## src/rtl/pipelined_decode_unit_pkg.sv

```systemverilog
// pipelined_decode_unit_pkg: instruction field positions and ID/EX reset value
package pipelined_decode_unit_pkg;
    localparam int OP_LSB   = 26;
    localparam int RS_LSB   = 21;
    localparam int RT_LSB   = 16;
    localparam int RD_LSB   = 11;
    localparam int IMM_LSB  = 0;
    localparam int IMM_W    = 16;
    localparam int TGT_W    = 26;
    localparam int JT_SPLIT = 28;
    localparam logic EX_RST = 1'b0;
endpackage

```

## src/rtl/pipelined_decode_unit_regfile_bypass.sv

```systemverilog
// regfile_bypass: NREG x XLEN register file, r0 hardwired to zero, write-back bypass on both read ports
module regfile_bypass #(
    parameter int XLEN = 32,
    parameter int NREG = 32,
    localparam int AW = $clog2(NREG)
) (
    input  logic            clk_i,
    input  logic            rst_ni,
    input  logic            we_i,
    input  logic [AW-1:0]   waddr_i,
    input  logic [XLEN-1:0] wdata_i,
    input  logic [AW-1:0]   raddr_a_i,
    input  logic [AW-1:0]   raddr_b_i,
    output logic [XLEN-1:0] rdata_a_o,
    output logic [XLEN-1:0] rdata_b_o
);
    logic [XLEN-1:0] mem_q [NREG];
    logic            wr_en;

    assign wr_en = we_i && (waddr_i != '0);

    always_ff @(posedge clk_i or negedge rst_ni) begin
        if (!rst_ni) begin
            for (int i = 0; i < NREG; i++) mem_q[i] <= '0;
        end else if (wr_en) begin
            mem_q[waddr_i] <= wdata_i;
        end
    end

    assign rdata_a_o = (raddr_a_i == '0) ? '0 : (wr_en && waddr_i == raddr_a_i) ? wdata_i : mem_q[raddr_a_i];
    assign rdata_b_o = (raddr_b_i == '0) ? '0 : (wr_en && waddr_i == raddr_b_i) ? wdata_i : mem_q[raddr_b_i];
endmodule

```

## src/rtl/pipelined_decode_unit.sv

```systemverilog
// pipelined_decode_unit: decode stage with register read, immediates, jump target,
// load-use detection and the ID/EX pipeline register.
module pipelined_decode_unit
    import pipelined_decode_unit_pkg::*;
#(
    parameter int XLEN        = 32,
    parameter int NREG        = 32,
    parameter int CTRL_W      = 20,
    parameter int MEMREAD_BIT = 0,
    localparam int AW = $clog2(NREG)
) (
    input  logic              Clk,
    input  logic              Rst,
    input  logic              in_valid,
    input  logic [31:0]       Instruction_in,
    input  logic [XLEN-1:0]   PC_in,
    input  logic [CTRL_W-1:0] ctrl_in,
    input  logic              hold_in,
    input  logic              flush_in,
    input  logic              RegWrite_in,
    input  logic [AW-1:0]     WriteRegDst_in,
    input  logic [XLEN-1:0]   WriteData_in,
    output logic              stall_out,
    output logic [XLEN-1:0]   jump_target,
    output logic              ex_valid,
    output logic [CTRL_W-1:0] ex_ctrl,
    output logic [XLEN-1:0]   ex_rs_data,
    output logic [XLEN-1:0]   ex_rt_data,
    output logic [AW-1:0]     ex_rs_addr,
    output logic [AW-1:0]     ex_rt_addr,
    output logic [AW-1:0]     ex_rd_addr,
    output logic [XLEN-1:0]   ex_sign_ext,
    output logic [XLEN-1:0]   ex_zero_ext,
    output logic [XLEN-1:0]   ex_pc
);
    logic [AW-1:0]     rs, rt, rd;
    logic [IMM_W-1:0]  imm;
    logic [XLEN-1:0]   rs_data, rt_data;
    logic              lu, ex_valid_d;
    logic [CTRL_W-1:0] ex_ctrl_d;
    logic              ex_valid_q;
    logic [CTRL_W-1:0] ex_ctrl_q;
    logic [XLEN-1:0]   ex_rs_data_q, ex_rt_data_q, ex_sign_ext_q, ex_zero_ext_q, ex_pc_q;
    logic [AW-1:0]     ex_rs_addr_q, ex_rt_addr_q, ex_rd_addr_q;
    logic              unused_instr;

    assign rs  = Instruction_in[RS_LSB +: AW];
    assign rt  = Instruction_in[RT_LSB +: AW];
    assign rd  = Instruction_in[RD_LSB +: AW];
    assign imm = Instruction_in[IMM_LSB +: IMM_W];
    assign unused_instr = &{1'b0, Instruction_in[31:OP_LSB]};
    assign jump_target = {PC_in[XLEN-1:JT_SPLIT], Instruction_in[TGT_W-1:0], 2'b00};

    regfile_bypass #(.XLEN(XLEN), .NREG(NREG)) u_rf (
        .clk_i     (Clk),
        .rst_ni    (Rst),
        .we_i      (RegWrite_in),
        .waddr_i   (WriteRegDst_in),
        .wdata_i   (WriteData_in),
        .raddr_a_i (rs),
        .raddr_b_i (rt),
        .rdata_a_o (rs_data),
        .rdata_b_o (rt_data)
    );

    // A load in EX whose destination feeds this instruction forces a one-cycle bubble
    assign lu = in_valid && ex_valid_q && ex_ctrl_q[MEMREAD_BIT] && (ex_rt_addr_q != '0)
                && (ex_rt_addr_q == rs || ex_rt_addr_q == rt);
    assign stall_out  = lu && !flush_in && !hold_in;
    assign ex_valid_d = in_valid && !flush_in && !lu;
    assign ex_ctrl_d  = ex_valid_d ? ctrl_in : '0;

    always_ff @(posedge Clk or negedge Rst) begin
        if (!Rst) begin
            ex_valid_q    <= EX_RST;
            ex_ctrl_q     <= {CTRL_W{EX_RST}};
            ex_rs_data_q  <= {XLEN{EX_RST}};
            ex_rt_data_q  <= {XLEN{EX_RST}};
            ex_rs_addr_q  <= {AW{EX_RST}};
            ex_rt_addr_q  <= {AW{EX_RST}};
            ex_rd_addr_q  <= {AW{EX_RST}};
            ex_sign_ext_q <= {XLEN{EX_RST}};
            ex_zero_ext_q <= {XLEN{EX_RST}};
            ex_pc_q       <= {XLEN{EX_RST}};
        end else if (!hold_in) begin
            ex_valid_q    <= ex_valid_d;
            ex_ctrl_q     <= ex_ctrl_d;
            ex_rs_data_q  <= rs_data;
            ex_rt_data_q  <= rt_data;
            ex_rs_addr_q  <= rs;
            ex_rt_addr_q  <= rt;
            ex_rd_addr_q  <= rd;
            ex_sign_ext_q <= {{(XLEN-IMM_W){imm[IMM_W-1]}}, imm};
            ex_zero_ext_q <= {{(XLEN-IMM_W){1'b0}}, imm};
            ex_pc_q       <= PC_in;
        end
    end

    assign ex_valid    = ex_valid_q;
    assign ex_ctrl     = ex_ctrl_q;
    assign ex_rs_data  = ex_rs_data_q;
    assign ex_rt_data  = ex_rt_data_q;
    assign ex_rs_addr  = ex_rs_addr_q;
    assign ex_rt_addr  = ex_rt_addr_q;
    assign ex_rd_addr  = ex_rd_addr_q;
    assign ex_sign_ext = ex_sign_ext_q;
    assign ex_zero_ext = ex_zero_ext_q;
    assign ex_pc       = ex_pc_q;
endmodule

```

## config.mk

```make
export PLATFORM = sky130hd
export DESIGN_NAME = pipelined_decode_unit
export DESIGN_NICKNAME = d
export VERILOG_FILES = /design/src/rtl/pipelined_decode_unit_pkg.sv /design/src/rtl/pipelined_decode_unit_regfile_bypass.sv /design/src/rtl/pipelined_decode_unit.sv
export SDC_FILE = /design/constraint.sdc
export NUM_CORES = 2
export LEC_CHECK = 0
export CORE_ASPECT_RATIO = 1.75
export CORE_MARGIN = 2
export CORE_UTILIZATION = 42
export DETAILED_ROUTE_END_ITERATION = 6
export GPL_TIMING_DRIVEN = 0
export PLACE_DENSITY_LB_ADDON = 0.1
export RECOVER_POWER = 50
export SYNTH_ARGS = -nofsm -noshare
export SYNTH_HDL_FRONTEND = slang
export SYNTH_SLANG_ARGS = --single-unit
```

## constraint.sdc

```tcl
create_clock -name Clk -period 3.9 [get_ports Clk]
set_input_delay 1.17 -clock Clk [delete_from_list [all_inputs] [get_ports Clk]]
set_output_delay 1.17 -clock Clk [all_outputs]
set_load 0.03 [all_outputs]
```

==> metrics <==
Synth Area in Adders 0%; synth unique cells 42; hold-fix buffers at CTS 0; CTS tree yes; port bufs 325; worst skew pair latency 770 ps; register area share after synthesis 48.41%; slew margin rel. -47.48%; hpwl dp 158.2 mm; All-Layer GR Usage 31.23%; vias per cell 6.263; Worst Setup Slack, final -66.34 ps; most common flop cell mapped by yosys dfrtp_1; Setup CP Type in -> reg; DRT iter0 DRCs 3,262; CP Cell Sequence dlygate4sd3_1 -> buf_2 -> nand3b_1 -> nor2_1 -> clkbuf_1 -> mux2_2; DRC 0; Die Width 290.5 um; static leakage 0.02995 uW; Finished Layout Cells 6,250; vias in the first global route 41,080; failing checks capacitance limit, slew limit, setup timing; gpl congestion 0.8865; Rows 184; xor/xnor cell area share of the yosys netlist 0.2904%; ranking of synthesized cells by area dfrtp_1, mux4_2, mux2_2; P&R area growth vs syn 16.38%; Inst Count DP 6,033; Min Hold Slack 278.0 ps; IO Count 356; via count 39,150; max_cap viols 3; layout cells sized above 1 45.88%; post-synthesis compound-gate area fraction 4.607%; mux share of post-synthesis cell area 41.09%; Avg Cell Area, Syn 15.79 um^2; per-cell routed wire length 36.49 um; crit end category register; Critical Path RT 4530 ps; Worst-path clk slew 60 ps; Cell Area, Synth 60,320 um^2; drt first pass iters 6; outcome complete, but fails checks; Final Slew Violations 229; RSZ-0062 raised after global routing false; Antenna Nets Post-Route 0; Root Driver clkbuf_16; commonest non-fill, non-tap cells in the layout dfrtp_1, mux2_2, mux4_2; Tightest Hold Check Type in -> async; Fill cells 12,550; Initial Util 42.12%; Seq. cell area 29,200 um^2; grt total ovfl 0; Pwr Total 35,800 uW; Critical Path Fanout Max 10; power per cell area 510.0 nW/um^2; Critical Path Slowest Stage Cell clkbuf_1; critical path arrival 4600 ps; Fmax 0.2521 GHz; first-pass GRT wire length 318.7 mm; crit path time final 3966 ps; final net count 4,419; largest net degree at the start of global routing 173; core area 143,200 um^2; initial antenna violation count 6; Worst path max stage delay 1140 ps; delay-heaviest family, CP buffers and inverters; clk buf depth 3; asr flop ratio synth 100.0%; post-synth top area share 48.41%; worst-margin pin slew 2212 ps; final setup skew 24.99 ps; Die ar. 146,800 um^2; period utilization 101.7%; drt total wl 228.0 mm; # H-tree levels 3; Synth Register Bits 1,167; commonest non-fill, non-tap cell in the layout dfrtp_1; main combinational cell family by area after synthesis multiplexers; Simple-Gate Fraction of Synth Area 1.106%; area of the multi-input gates 28,510 um^2; post-synth top area cell dfrtp_1; cts bufs inserted 114; Worst setup SP type input pin; peak supply drop 0.0003697 V; Post-synth EDFFs 0; YS warnings 0; Hold Violations, Final 0; clk sink count 1,167; Mapped Cells 3,821; die height 505.3 um; endpoints failing setup 11; WP buf/inv 3
[power breakdown]
part           switching [uW]  leakage [uW]  total, uW  internal [uW]
Combinational            3640        0.0131       8230           4590
Clock                    5130       0.00191      11600           6450
Sequential               1650        0.0150      16000          14300
Total                   10400        0.0299      35800          25400
[cells by family (layout without fill, tap and decap cells)]
kind of cell    after synthesis  count (layout)
simple gates                146             146
xor+xnor                     20              20
flops                      1167            1167
other cells                   1              20
buf+inv                     579            1129
compound gates              283             283
mux                        1625            1625
[registers in the layout, indices dropped and copies added, names as in the netlist]
signal and count:
ex_ctrl 20, ex_rt_data 32, ex_rs_addr 5, ex_rs_data 32
ex_valid 1, ex_sign_ext 16, u_rf.mem_q 1024, ex_rt_addr 5
ex_pc 32
[routing by layer]
layer / global-route usage [%] / wire (um)
met5: 0 / 46
met4: 17.72 / 15050
met3: 5.016 / 12650
met2: 54.30 / 116700
met1: 36.77 / 83550
[synth_stat cells (2+ instances only)]
cell      number
nand4b_1       3
buf_2        120
or3_1          2
nor4_1         2
or4_1          3
or2_2          2
mux2_1       112
nor3_1         2
nand3b_1       3
a22oi_1       64
xnor2_1       20
nand3_1        6
o221ai_1       4
buf_1        104
a22o_1       148
nor2_1        85
buf_4         90
nand2_1       23
clkbuf_1     194
nor2b_1        4
mux2_2       937
and2_1         2
mux4_2       576
buf_6          6
inv_1         65
o221ai_2      60
dfrtp_1     1167
nor3b_1        3
[worst reg2reg max path, delay by kind of cell, from the launching register on]
family / cells / cell delay, ps
compound gates: 3 / 740
buf+inv: 3 / 610
flops: 1 / 540
xor+xnor: 1 / 190
simple gates: 1 / 110
[layout make-up]
type | instances | share of cell area, %
well taps | 1860 | 3.315
multi-input cells | 2092 | 40.61
diodes | 2 | 0.007129
repair buffers | 339 | 4.971
flip-flops and latches | 1167 | 41.60
clock inverters | 32 | 0.4438
clock buffers | 180 | 5.021
plain buffers | 513 | 3.686
inverters | 65 | 0.3476
[path summary, 6_finish.rpt]
path                                         startpoint                           end  slack (ps)  cells past startpoint
min reg2reg                u_rf.mem_q[1018]$_DFFE_PN0P_  u_rf.mem_q[1018]$_DFFE_PN0P_         480                      1
max in group asynchronous                           Rst   u_rf.mem_q[556]$_DFFE_PN0P_         500                      4
max                                   WriteRegDst_in[3]   u_rf.mem_q[515]$_DFFE_PN0P_         -70                      6
max reg2reg                   ex_rt_addr[4]$_DFFE_PN0N_       ex_ctrl[18]$_DFFE_PN0N_        1650                      8
min in group Clk           u_rf.mem_q[1018]$_DFFE_PN0P_  u_rf.mem_q[1018]$_DFFE_PN0P_         480                      1
min                                                 Rst         ex_pc[27]$_DFFE_PN0N_         280                      1
[through the flow]
stage	instance area (um^2)	TNS, ps	setup WS [ps]	util [%]
2_1_floorplan	60400	0	65.44	-
5_1_grt	70200	0	3.653	49.02
3_3_place_gp	65980	-	-54010	46.08
3_5_place_dp	66250	-217130	-1670	46.26
4_1_cts	70230	0	16.38	49.04
6_report	70200	-578.7	-66.34	49.02
[what timing repair did]
action | 4_1_cts | 5_1_grt
buffers inserted | 3 | 1
gates resized for setup | 67 | 7
setup endpoints to repair | 42 | 12
pin swaps | 2 | 1
(Power assumes the default switching activity.)
